$ cat src/rtl/div_32bit_seq.sv
// div_32bit_seq: multicycle signed 32-bit divider.
// Restoring shift/subtract on operand magnitudes (one quotient bit per
// cycle), followed by a sign-correction cycle. Divide-by-zero and the
// single overflow case (0x80000000 / -1) bypass the iterations and
// complete one cycle after the start is accepted.
//
// Handshake: ctrl_DIV is a start strobe that is only honoured while the FSM
// is IDLE (busy low). data_resultRDY is a one-cycle completion pulse. The
// result, remainder and exception outputs are valid while it is high and
// hold until the next completion or reset. There is no back-pressure. A
// start presented in the same cycle as the ready pulse is accepted because
// the FSM is already back in IDLE.
module div_32bit_seq (
  input  logic        clock,
  input  logic        reset,
  input  logic        ctrl_DIV,
  input  logic [31:0] data_operandA,
  input  logic [31:0] data_operandB,
  output logic [31:0] data_result,
  output logic [31:0] data_remainder,
  output logic        data_exception,
  output logic        data_resultRDY,
  output logic        busy,
  output logic [1:0]  dbg_state
);

  typedef enum logic [1:0] {
    S_IDLE = 2'd0,
    S_RUN  = 2'd1,
    S_FIX  = 2'd2,
    S_EXC  = 2'd3
  } state_t;

  state_t      r_state;
  logic [4:0]  r_cnt;
  // Partial remainder. The shifted value is formed at 33 bits for the
  // subtract, but the kept remainder is always below |B| <= 2^31, so it is
  // stored in 32 bits.
  logic [31:0] r_rem;
  // Holds |A| at start and is shifted out into the remainder MSB-first while
  // the quotient bits shift in from the bottom.
  logic [31:0] r_q;
  logic [31:0] r_b_mag;
  logic [31:0] r_a_raw;
  logic        r_sign_a;
  logic        r_sign_b;
  logic        r_dz;
  logic [31:0] r_result;
  logic [31:0] r_remainder;
  logic        r_exception;
  logic        r_rdy;
  logic        r_busy;

  logic [31:0] w_a_mag;
  logic [31:0] w_b_mag;
  logic        w_dz;
  logic        w_ovf;
  logic [32:0] w_rem_shift;
  logic [32:0] w_diff;
  logic [31:0] w_quo_fix;
  logic [31:0] w_rem_fix;

  // Magnitudes wrap: |0x80000000| stays 0x80000000, read as unsigned.
  assign w_a_mag = data_operandA[31] ? (~data_operandA + 32'd1) : data_operandA;
  assign w_b_mag = data_operandB[31] ? (~data_operandB + 32'd1) : data_operandB;
  assign w_dz    = (data_operandB == 32'd0);
  assign w_ovf   = (data_operandA == 32'h8000_0000) && (data_operandB == 32'hFFFF_FFFF);

  // One restoring step: shift the next dividend bit in, trial-subtract |B|.
  assign w_rem_shift = {r_rem, r_q[31]};
  assign w_diff      = w_rem_shift - {1'b0, r_b_mag};

  // Sign correction: quotient negative when signs differ, remainder follows
  // the dividend.
  assign w_quo_fix = (r_sign_a ^ r_sign_b) ? (~r_q + 32'd1) : r_q;
  assign w_rem_fix = r_sign_a ? (~r_rem + 32'd1) : r_rem;

  // Control FSM, datapath and registered outputs.
  always_ff @(posedge clock or negedge reset) begin
    if (!reset) begin
      r_state     <= S_IDLE;
      r_cnt       <= 5'd0;
      r_rem       <= 32'd0;
      r_q         <= 32'd0;
      r_b_mag     <= 32'd0;
      r_a_raw     <= 32'd0;
      r_sign_a    <= 1'b0;
      r_sign_b    <= 1'b0;
      r_dz        <= 1'b0;
      r_result    <= 32'd0;
      r_remainder <= 32'd0;
      r_exception <= 1'b0;
      r_rdy       <= 1'b0;
      r_busy      <= 1'b0;
    end else begin
      r_rdy <= 1'b0;
      case (r_state)
        S_IDLE: begin
          if (ctrl_DIV) begin
            r_sign_a <= data_operandA[31];
            r_sign_b <= data_operandB[31];
            r_q      <= w_a_mag;
            r_b_mag  <= w_b_mag;
            r_a_raw  <= data_operandA;
            r_dz     <= w_dz;
            r_rem    <= 32'd0;
            r_cnt    <= 5'd0;
            r_busy   <= 1'b1;
            r_state  <= (w_dz || w_ovf) ? S_EXC : S_RUN;
          end
        end
        S_RUN: begin
          if (!w_diff[32]) begin
            r_rem <= w_diff[31:0];
            r_q   <= {r_q[30:0], 1'b1};
          end else begin
            r_rem <= w_rem_shift[31:0];
            r_q   <= {r_q[30:0], 1'b0};
          end
          r_cnt <= r_cnt + 5'd1;
          if (r_cnt == 5'd31) begin
            r_state <= S_FIX;
          end
        end
        S_FIX: begin
          r_result    <= w_quo_fix;
          r_remainder <= w_rem_fix;
          r_exception <= 1'b0;
          r_rdy       <= 1'b1;
          r_busy      <= 1'b0;
          r_state     <= S_IDLE;
        end
        S_EXC: begin
          if (r_dz) begin
            r_result    <= 32'd0;
            r_remainder <= r_a_raw;
          end else begin
            r_result    <= 32'h8000_0000;
            r_remainder <= 32'd0;
          end
          r_exception <= 1'b1;
          r_rdy       <= 1'b1;
          r_busy      <= 1'b0;
          r_state     <= S_IDLE;
        end
        default: begin
          r_busy  <= 1'b0;
          r_state <= S_IDLE;
        end
      endcase
    end
  end

  assign data_result    = r_result;
  assign data_remainder = r_remainder;
  assign data_exception = r_exception;
  assign data_resultRDY = r_rdy;
  assign busy           = r_busy;
  assign dbg_state      = r_state;

endmodule
$ cat config.mk
export PLATFORM = sky130hd
export DESIGN_NAME = div_32bit_seq
export DESIGN_NICKNAME = d
export VERILOG_FILES = /design/src/rtl/div_32bit_seq.sv
export SDC_FILE = /design/constraint.sdc
export NUM_CORES = 1
export LEC_CHECK = 0
export BUFFER_PORTS_ARGS = -buffer_cell sky130_fd_sc_hd__buf_2
export CAP_MARGIN = 25
export CORE_UTILIZATION = 60
export CTS_CLUSTER_DIAMETER = 60
export DETAILED_ROUTE_END_ITERATION = 12
export GPL_TIMING_DRIVEN = 1
export MAX_ROUTING_LAYER = met4
export PLACE_DENSITY = 0.81
export SLEW_MARGIN = 20
export SYNTH_ARGS = -nofsm -noshare
export SYNTH_HDL_FRONTEND = slang
export SYNTH_SLANG_ARGS = --single-unit
$ cat constraint.sdc
create_clock -name clock -period 6.5 [get_ports clock]
set_clock_uncertainty 0.15 [all_clocks]
set_input_delay 1.3 -clock clock [delete_from_list [all_inputs] [get_ports clock]]
set_output_delay 1.3 -clock clock [all_outputs]
set_load 0.01 [all_outputs]
* Yosys cells after proc, flatten, opt, wreduce, memory -nomap -nowiden
Cells that the tools add are included.
Operators by class: $add $sub $neg 6, multipliers 0, divide/modulo/power cells 0, magnitude comparators 0, equal/unequal tests 8, shift operators 0, multiplexer cells 24, bitwise logic cells 5, reduce and logical (&&, ||, !) cells 12
Operator list (number):
- 2-to-1 mux 32 bit | 9
- case mux 32 bit (2 select lines) | 4
- adder 32 x 1 -> 32 bit, second input constant | 4
- inverter 32 bit | 4
- equality test 32 bit, second input constant | 2
- subtractor 33 x 32 -> 33 bit | 1
- logical NOT 32 bit | 1
- case mux 5 bit (2 select lines) | 1
- AND reduction 2 bit | 4
- 2-to-1 mux 2 bit | 3
- case mux 2 bit (3 select lines) | 1
- nonzero test 2 bit | 3
- adder 5 x 1 -> 5 bit, second input constant | 1
- equality test 5 bit, second input constant | 1
- 2-to-1 mux 5 bit | 1
- equality test 2 bit, second input constant | 2
- != test 2 bit, second input constant | 2
- case mux 1 bit (2 select lines) | 2
- 2-to-1 mux 1 bit | 3
- equality test 2 x 1 -> 1 bit, second input constant | 1
- logical NOT 2 bit | 1
- OR reduction 2 bit | 1
- logical AND 1 bit | 1
- logical OR 1 bit | 1
- XOR 1 bit | 1
Word-level totals: bits in registers 205, bits in latches 0, memory bits (writable) 0, bits in read-only memories 0, bits of input ports 67, word-level logic and storage cells 69, memories kept 0

* Depth between registers and ports, before layout
Gate-level depths: netlist of the first run.
depth in word-level cells 6, mapped depth 13, depth with buffers taken out 12

* Worst setup path after synthesis of the first run
Ideal clock, no wire load.
path kind input -> register, start point in data_operandA[5], end point reg r_q[30], setup time 0.077 ns, data arrival time 3.871 ns, required time 6.273 ns, path slack 2.403 ns, stages on the path 9, path through or4_4 > or3_4 > or3_4 > or4_4 > nand2b_4 > o41ai_4 > xor2_1 > a211o_1 > o21ai_1
On the way: longest elaborated chain between the ends 5
Ends and longest elaborated chain:
- start, declared | RTL line 17 | input logic [31:0] data_operandA,
- inverter 32 bit | RTL line 64 | assign w_a_mag = data_operandA[31] ? (~data_operandA + 32'd1) : data_operandA;
- adder 32 x 1 -> 32 bit | RTL line 64
- 2-to-1 mux 32 bit | RTL line 64
- 2-to-1 mux 32 bit | RTL line 99 | if (ctrl_DIV) begin
- case mux 32 bit (2 select lines) | RTL line 97 | case (r_state)
- end signal, assigned | RTL line 102 | r_q <= w_a_mag;
- end signal, assigned | RTL line 115 | r_q <= {r_q[30:0], 1'b1};
- end signal, assigned | RTL line 118 | r_q <= {r_q[30:0], 1'b0};
- end, declared | RTL line 42 | logic [31:0] r_q;
No other way between the ends. The select of a mux whose other input is x is not followed. A chain may end at the register's enable or synchronous reset.

* Worst setup path after layout of the first run
start point reg r_rem[20], end point reg r_rem[0]
On the way: longest elaborated chain between the ends 3
Ends and longest elaborated chain:
- start, declared | RTL line 39 | logic [31:0] r_rem;
- start signal, assigned | RTL line 114 | r_rem <= w_diff[31:0];
- start signal, assigned | RTL line 117 | r_rem <= w_rem_shift[31:0];
- subtractor 33 x 32 -> 33 bit | RTL line 71 | assign w_diff = w_rem_shift - {1'b0, r_b_mag};
- 2-to-1 mux 32 bit | RTL line 113 | if (!w_diff[32]) begin
- case mux 32 bit (2 select lines) | RTL line 97
No other way between the ends.

==> results of run 1 <==
[where the power goes]
part           switching (mW)  internal [mW]
logic                    2.62           1.86
registers               0.558           1.82
clock network           0.542          0.723
total                    3.72           4.40
[worst reg2reg max path: stages, from the launching register on]
cell	delay, ps
sky130_fd_sc_hd__dfrtp_1	480
sky130_fd_sc_hd__ha_1	480
sky130_fd_sc_hd__a21oi_1	120
sky130_fd_sc_hd__o21ai_0	510
sky130_fd_sc_hd__a21oi_1	150
sky130_fd_sc_hd__o221ai_1	300
sky130_fd_sc_hd__mux2i_1	230
sky130_fd_sc_hd__o31a_1	220
sky130_fd_sc_hd__nand2_1	550
sky130_fd_sc_hd__buf_4	450
sky130_fd_sc_hd__or3_1	330
sky130_fd_sc_hd__o311ai_0	110
[path summary, 6_finish.rpt]
kind / to / slack [ps] / cells after the start
max: r_rem[0] / 2280 / 11
min: r_b_mag[25] / 330 / 2
max reg2reg: r_rem[0] / 2280 / 11
min reg2reg: r_b_mag[25] / 330 / 2
max in group asynchronous: dbg_state[1] / 4260 / 2
min in group asynchronous: data_result[5] / 700 / 1
[flip-flops by register name, summed over array words and instances, names as in the netlist]
| signal | cells |
|---|---|
| data_resultRDY | 1 |
| data_exception | 1 |
| r_a_raw | 32 |
| dbg_state | 2 |
| r_b_mag | 32 |
| data_result | 32 |
| r_cnt | 5 |
| busy | 1 |
| data_remainder | 32 |
| r_q | 32 |
| r_dz | 1 |
| r_sign_b | 1 |
| r_rem | 32 |
[synthesized netlist by cell type (9+ instances only)]
cell type                    n
sky130_fd_sc_hd__nand3_1    53
sky130_fd_sc_hd__xnor2_1    42
sky130_fd_sc_hd__o22ai_1    25
sky130_fd_sc_hd__nand2_1   241
sky130_fd_sc_hd__ha_1       39
sky130_fd_sc_hd__nor4_1     18
sky130_fd_sc_hd__nor3_1     16
sky130_fd_sc_hd__o211ai_1   10
sky130_fd_sc_hd__buf_1      12
sky130_fd_sc_hd__o31ai_1    32
sky130_fd_sc_hd__mux2i_1    29
sky130_fd_sc_hd__inv_1      77
sky130_fd_sc_hd__nor2_1    119
sky130_fd_sc_hd__mux2_2     15
sky130_fd_sc_hd__o21ai_0   157
sky130_fd_sc_hd__nand4_1    15
sky130_fd_sc_hd__or3_1      11
sky130_fd_sc_hd__a31oi_1    11
sky130_fd_sc_hd__clkbuf_1   77
sky130_fd_sc_hd__dfrtp_1   204
sky130_fd_sc_hd__xor2_1    108
sky130_fd_sc_hd__a21oi_1   106
sky130_fd_sc_hd__or4_1      11
sky130_fd_sc_hd__o41ai_1    15
sky130_fd_sc_hd__and2_1      9
[layout make-up]
class	count	area [um^2]	share of cell area, %
tap	275	344.1	2.391
multi-input combinational	1173	7123	49.50
clock inverter	14	113.9	0.7912
timing repair buffer	149	797.0	5.539
clock buffer	26	616.8	4.287
inverter	77	289.0	2.009
sequential	204	5106	35.48
[per-layer routing]
| metal | up-vias | global-route usage, % |
|---|---|---|
| met2 | 326 | 50.28 |
| li1 | 5556 | - |
| met3 | 58 | 3.558 |
| met5 | - | - |
| met4 | 0 | 8.660 |
| met1 | 5399 | 38.55 |
[cells by family (layout without fill, tap and decap cells)]
logic type | count (synthesis) | count (layout)
simple gates | 535 | 535
xor+xnor | 150 | 150
flops | 204 | 204
fa+ha+maj | 40 | 40
compound gates | 404 | 404
buf+inv | 169 | 266
mux | 44 | 44
==> run summary, run 1 <==
Of the total synthesized cell area, the portion taken by XOR and XNOR cells is 10.23%. The design draws 8.123 mW. Post-CTS timing repair inserted 0 buffers for setup. In the synthesized netlist the async set-or-reset flop fraction comes to 100.0%.

The global-route usage over all layers was 30.09%; the number of enable flip-flop cells after synthesis was 0. The synthesized design spends more area on one cell type than any other, namely sky130_fd_sc_hd__dfrtp_1. The cell that appears most often on the critical path is sky130_fd_sc_hd__a21oi_1. The number of hold-repair buffers added at the cts stage came out at 0.

The synthesized-area fraction occupied by ao, oa, aoi and oai cells was 18.67%. Final hold analysis gives a worst-case slack of 325.5 ps. The length of routed met3 wiring is 1496 um, and the number of global-route vias before repair is 10600. In this run the cell area measured after placement is 13660 um^2. Once detail routing completed, the nets flagged for antenna violations numbered 0.

For the final max-slew violation count, the log shows 0. Synthesis produced 1546 cells. For the number of buffers created by CTS, the log shows 23.

TritonCTS built the clock tree. By area the synthesized netlist is led by sky130_fd_sc_hd__dfrtp_1 40%, sky130_fd_sc_hd__xor2_1 7.4%, sky130_fd_sc_hd__nand2_1 7.0%. For the final worst slack, the log shows 2276 ps.

From left edge to right edge, the die measures 148.3 um. Final instance area: 14390 um^2. Fraction of final layout cells sized beyond drive strength 1: 13.33%. After synthesis, the largest family of logic cells by area is simple AND/OR/NAND/NOR gates.

The static leakage came out at 6.710 nW. The synthesized netlist devotes 18.87% of its cell area to simple gates. The total of flip-flops plus latches after synthesis was 204.

Wire segments on met2 add up to 15480 um in the final route. The actual transition at the worst max-transition pin came out at 930.1 ps. STA classifies the critical path startpoint as a flop.

The run gives 510 ps as the later-pin clock latency in the skew report. The top cell type by area accounts for 39.74% of the synthesized area. The floorplan step defined a core boundary enclosing 21020 um^2. The kind of end point of the critical path is a flop.

The max-capacitance violation count was 0. After the first detailed-routing iteration, the DRC count stood at 731. The power density over cell area is 564.5 nW/um^2.

The count of buffers added on input and output ports is 135. For the final routed DRC violation total, the log shows 1. Floorplan die height: 148.3 um. The worst-path cell with the longest stage delay was sky130_fd_sc_hd__nand2_1.

The first element of the critical path was r_rem[20]. Fill cells in the final layout number 1741. The worst setup path is of the flop to flop kind. Of the post-synthesis cell area, the part taken by muxes is 3.574%. Measured on the finished design, the core utilization comes to 68.45%. The tools report the pre-CTS worst setup slack as 2127 ps. The run gives 1878 as the number of placed instances with taps included.

The tools report the initial antenna violation count as 0. Walking the worst path, the cells encountered are ha_1 -> a21oi_1 -> o21ai_0 -> a21oi_1 -> o221ai_1 -> mux2i_1 -> o31a_1 -> nand2_1 -> buf_4 -> or3_1 -> o311ai_0. The largest single stage delay on the critical path is 550 ps. Post-CTS repair changed the size of 0 cells. Using the TritonRoute via totals, the vias-per-cell ratio works out to 5.912.

The logs give 53 for the number of rows in the core area and 0 for the number of endpoints failing setup at the final stage. In this run the top signal layer used is met4. The path class of the tightest hold or removal check is flop to flop. Global routing finished with a remaining overflow of 0. The kind of cell with the highest combined delay on the critical path was compound AO/OA/AOI/OAI gates. The logs give 1 for the maximum level of the CTS H-tree and 4460 ps for the arrival time at the worst endpoint. The logs give 39.74% for the share of synthesized area occupied by flip-flops and latches and 9 for the count of TritonRoute iterations in the first routing pass. The fraction of the cycle the final worst path needs is 64.99%. The logs give 6740 ps for the required time of the critical path and 61.12% for the initial cell density of the core. For this run, the leading register cell type out of synthesis is sky130_fd_sc_hd__dfrtp_1.

The peak fanout along the critical path works out to 22. The clock period minus worst slack is 4224 ps, and the I/O pin total is 136. The buffering stage count on the worst path with inverters included was 1; the total wire length was 31700 um.

The number of endpoints with negative hold slack in the final report was 0; the clock net sink count was 204. The run gives 96 as the pin count of the biggest net entering global routing. In this run the cell area of the synthesized design comes to 12850 um^2. The mean area per synthesized cell is 8.310 um^2, and the clock transition at the registers of the reported paths is 60 ps. The die outline area came out at 22000 um^2. The flow ran to the end, but the final reports show violations. The startpoint identified for the worst register-to-register timing path is r_rem[20]. Setup repair after global routing left no endpoint under its margin. The cell sitting at the root of the clock tree is a sky130_fd_sc_hd__clkbuf_16. The leading cell type in the layout, fill and taps excluded was sky130_fd_sc_hd__nand2_1. When the netlist entered floorplanning its net count stood at 1653.

For the number of library cell types mapped by synthesis, the log shows 60. The tools report the final non-filler cell total as 1918. The fraction of the mapped netlist area in adder cells came out at 3.954%. The final reports fail on design-rule violations.

The headroom to the max-slew limit came out at 37.76%. The logs give 14040 um for the post-route met1 wirelength and 11340 for the via total after detailed routing. The synthesis-to-layout area growth is 12.01%. The worst hold path begins at r_b_mag[25]. The run gives 236.7 MHz as the top achievable clock speed. The congestion estimate from routability-driven global placement came to 0.9040.

In the layout the commonest cells are 240 x sky130_fd_sc_hd__nand2_1, 203 x sky130_fd_sc_hd__dfrtp_1, 157 x sky130_fd_sc_hd__o21ai_0. For this run, the number of Yosys warnings is 0. 0 antenna diodes ended up in the layout.

The setup TNS after final layout is 0 ps. The run gives 3 as the clock tree buffer depth. For this run, the post-layout net count is 1735.

The worst-case IR drop observed on VDD is 0.0001867 V. Detailed placement ended at an HPWL of 23140 um. First-pass GRT wire length: 51960 um.

After detailed routing, the average wire length per cell comes to 16.53 um.
Power figures use the tool's default switching activity.
==> run 2, diff against run 1 <==
--- a/config.mk
+++ b/config.mk
@@ -7,12 +7,12 @@
 export LEC_CHECK = 0
 export BUFFER_PORTS_ARGS = -buffer_cell sky130_fd_sc_hd__buf_2
 export CAP_MARGIN = 25
-export CORE_UTILIZATION = 60
+export CORE_UTILIZATION = 54
 export CTS_CLUSTER_DIAMETER = 60
 export DETAILED_ROUTE_END_ITERATION = 12
 export GPL_TIMING_DRIVEN = 1
 export MAX_ROUTING_LAYER = met4
-export PLACE_DENSITY = 0.81
+export PLACE_DENSITY = 0.77
 export SLEW_MARGIN = 20
 export SYNTH_ARGS = -nofsm -noshare
 export SYNTH_HDL_FRONTEND = slang
==> constraint.sdc (replaced) <==
create_clock -name clock -period 3.8 [get_ports clock]
set_clock_uncertainty 0.15 [all_clocks]
set_input_delay 0.76 -clock clock [delete_from_list [all_inputs] [get_ports clock]]
set_output_delay 0.76 -clock clock [all_outputs]
set_load 0.01 [all_outputs]
==> run summary, run 2 (synthesized netlist as in run 1, its figures left out) <==
The count of TritonRoute iterations in the first routing pass is 5 (-4). The fraction of the cycle the final worst path needs is 91.98% (+27 points). The logs give 0 (unchanged) for the final max-slew violation count and 11220 (-1.0%) for the via total after detailed routing.

Traced cell by cell, the critical path runs through inv_1 -> fa_1 -> nand2b_1 -> a21oi_1 -> o211ai_1 -> a31oi_1 -> o21ai_0 -> mux2i_1 -> nand2_1 -> buf_12 -> or3_1 -> o311ai_0. The logs give 31750 um (+0.15%) for the total wire length and 300 ps (-1970 ps) for the register-to-register path setup slack. The setup TNS after final layout came out at 0 ps (unchanged). The run gives 304.9 ps (-1971 ps) as the final worst slack. The cell sitting at the root of the clock tree is a sky130_fd_sc_hd__clkbuf_16.

The logs give 0 (unchanged) for the number of endpoints failing setup at the final stage and 52070 um (+0.21%) for the first-pass GRT wire length. The min-delay analysis places its worst path in the category primary input to async pin. The library cell used most frequently in the layout, excluding fill and tap cells, is sky130_fd_sc_hd__nand2_1.

The worst setup path is launched from a flop. The vias per cell was 5.646 (-4.5%); the die outline area was 24410 um^2 (+11%). The arrival time at the worst endpoint is 3730 ps (-730 ps), and the die width is 156.2 um (+5.3%). The final routed DRC violation total was 0 (-1); the count of fill cells added during filler insertion was 2086 (+20%). The power density over cell area is 957.6 nW/um^2 (+70%), and the actual transition at the worst max-transition pin is 905.3 ps (-24.85 ps). The post-detailed-route wirelength per cell came out at 15.97 um (-3.4%). The top achievable clock speed was 286.1 MHz (+21%).

The flow ran to the end, and the final reports show no timing, DRC or antenna violations. The logs give 3 (unchanged) for the clock tree buffer depth and 0 (unchanged) for the number of buffers inserted by post-CTS setup repair. The post-detailed-route count of antenna-violating nets was 0 (unchanged); the pre-CTS worst setup slack was 3.702 ps (-2123 ps).

TritonCTS built the clock tree. The largest individual stage delay along the critical path comes from the cell sky130_fd_sc_hd__fa_1. The number of buffers inserted by port buffering came out at 135 (unchanged). The number of gates resized after cts is 0 (unchanged). For the detailed placement HPWL, the log shows 23460 um (+1.3%). The logs give 56 (+5.7%) for the number of rows in the core area and 54.90% (-6.2 points) for the initial cell density of the core. The fraction of final layout cells sized beyond drive strength 1 is 14.27% (+0.94 points), and the weighted congestion at the end of routability-driven global placement is 0.8969 (-0.79%). Setup repair after global routing left no endpoint under its margin. The logs give 10530 (-0.65%) for the number of global-route vias before repair and 172.3 ps (-153.2 ps) for the hold slack. The logs give 101 (+5.2%) for the pin count of the biggest net entering global routing and 520 ps (about the same) for the later-pin clock latency in the skew report.

The number of buffers created by CTS was 24 (+4.3%). The logs give 0 (unchanged) for the number of endpoints with negative hold slack in the final report and 649 (-11%) for the iteration-0 DRC count of the detailed router. In the layout the commonest cells are 240 x sky130_fd_sc_hd__nand2_1, 203 x sky130_fd_sc_hd__dfrtp_1, 157 x sky130_fd_sc_hd__o21ai_0.

The critical path is of the flop to flop type. Final net count: 1759 (+1.4%). The stage delay of the slowest cell on the critical path works out to 470 ps (-80 ps).

The logs give 0.0005026 V (+170%) for the maximum VDD drop and 26.96% (-3.1 points) for the global-route usage over all layers. The initial antenna violation count came out at 1 (+1). The floorplan die height was 156.2 um (+5.3%); the maximum level of the CTS H-tree was 1 (unchanged). The max-capacitance violation count is 0 (unchanged), and the clock net sink count is 204 (unchanged).

The clock transition at the registers of the reported paths came out at 60 ps (about the same). The clock period minus worst slack was 3495 ps (-729.1 ps); the placeable core area was 23400 um^2 (+11%). The synthesis-to-layout area growth is 14.31%. The headroom to the max-slew limit was 39.65% (+1.9 points). The logs give 0 (unchanged) for the total overflow reported by the global router and 4040 ps (-2700 ps) for the required time of the critical path. The peak fanout along the critical path was 26 (+18%); the static leakage was 6.846 nW (+2.0%). STA classifies the critical path endpoint as a flop.

Total power: 14.06 mW (+73%). For the I/O pin total, the log shows 136 (unchanged). Number of hold-repair buffers added at the cts stage: 0 (unchanged).
## run 2: area by class of cell
class	instances	area (um^2)	share of cell area (%)
multi-input combinational	1173	7123	48.50
inverter	77	289.0	1.968
clock buffer	35	691.9	4.712
antenna	1	2.502	0.01704
sequential	204	5106	34.77
timing repair buffer	172	997.2	6.791
tap	319	399.1	2.718
clock inverter	7	76.32	0.5197
## run 2: worst paths after layout
check / depth (start not counted) / end / startpoint
max in group asynchronous: 2 / r_b_mag[16] / reset
hold / removal: 1 / data_result[7] / reset
setup reg to reg: 12 / r_rem[0] / r_rem[0]
min in group clock: 2 / r_a_raw[2] / r_a_raw[2]
hold reg to reg: 2 / r_a_raw[2] / r_a_raw[2]
setup / recovery: 12 / r_rem[0] / r_rem[0]
## run 2: metrics by stage
step | utilization [%] | area, um^2 | instances
2_1_floorplan | - | 12850 | 1546
3_5_place_dp | 59.44 | 13910 | 1944
3_3_place_gp | 59.44 | 13910 | 1944
5_1_grt | 62.75 | 14690 | 1988
6_report | 62.75 | 14690 | 1988
4_1_cts | 62.72 | 14680 | 1986
## run 2: worst max-delay path, delay by kind of cell (launching register included)
kind	cells	cell delay, ps
muxes	1	230
DFF	1	430
adders and majority gates	1	470
AOI/OAI and AO/OA	5	1080
and+or+nand+nor	3	640
buffers and inverters	2	350
## run 2: power by group
group	internal (mW)	leakage, nW	switching (mW)
Sequential	3.12	2.61	0.926
Combinational	3.31	3.87	4.48
Clock	1.33	0.372	0.901
## run 2: routing by layer
layer | vias to the layer above | part of all wire [%] | track usage [%]
met5 | - | 0 | -
met2 | 250 | 49 | 45.75
met1 | 5304 | 46 | 34.55
met3 | 54 | 3.9 | 2.742
met4 | 0 | 2.0 | 6.723
li1 | 5616 | - | -
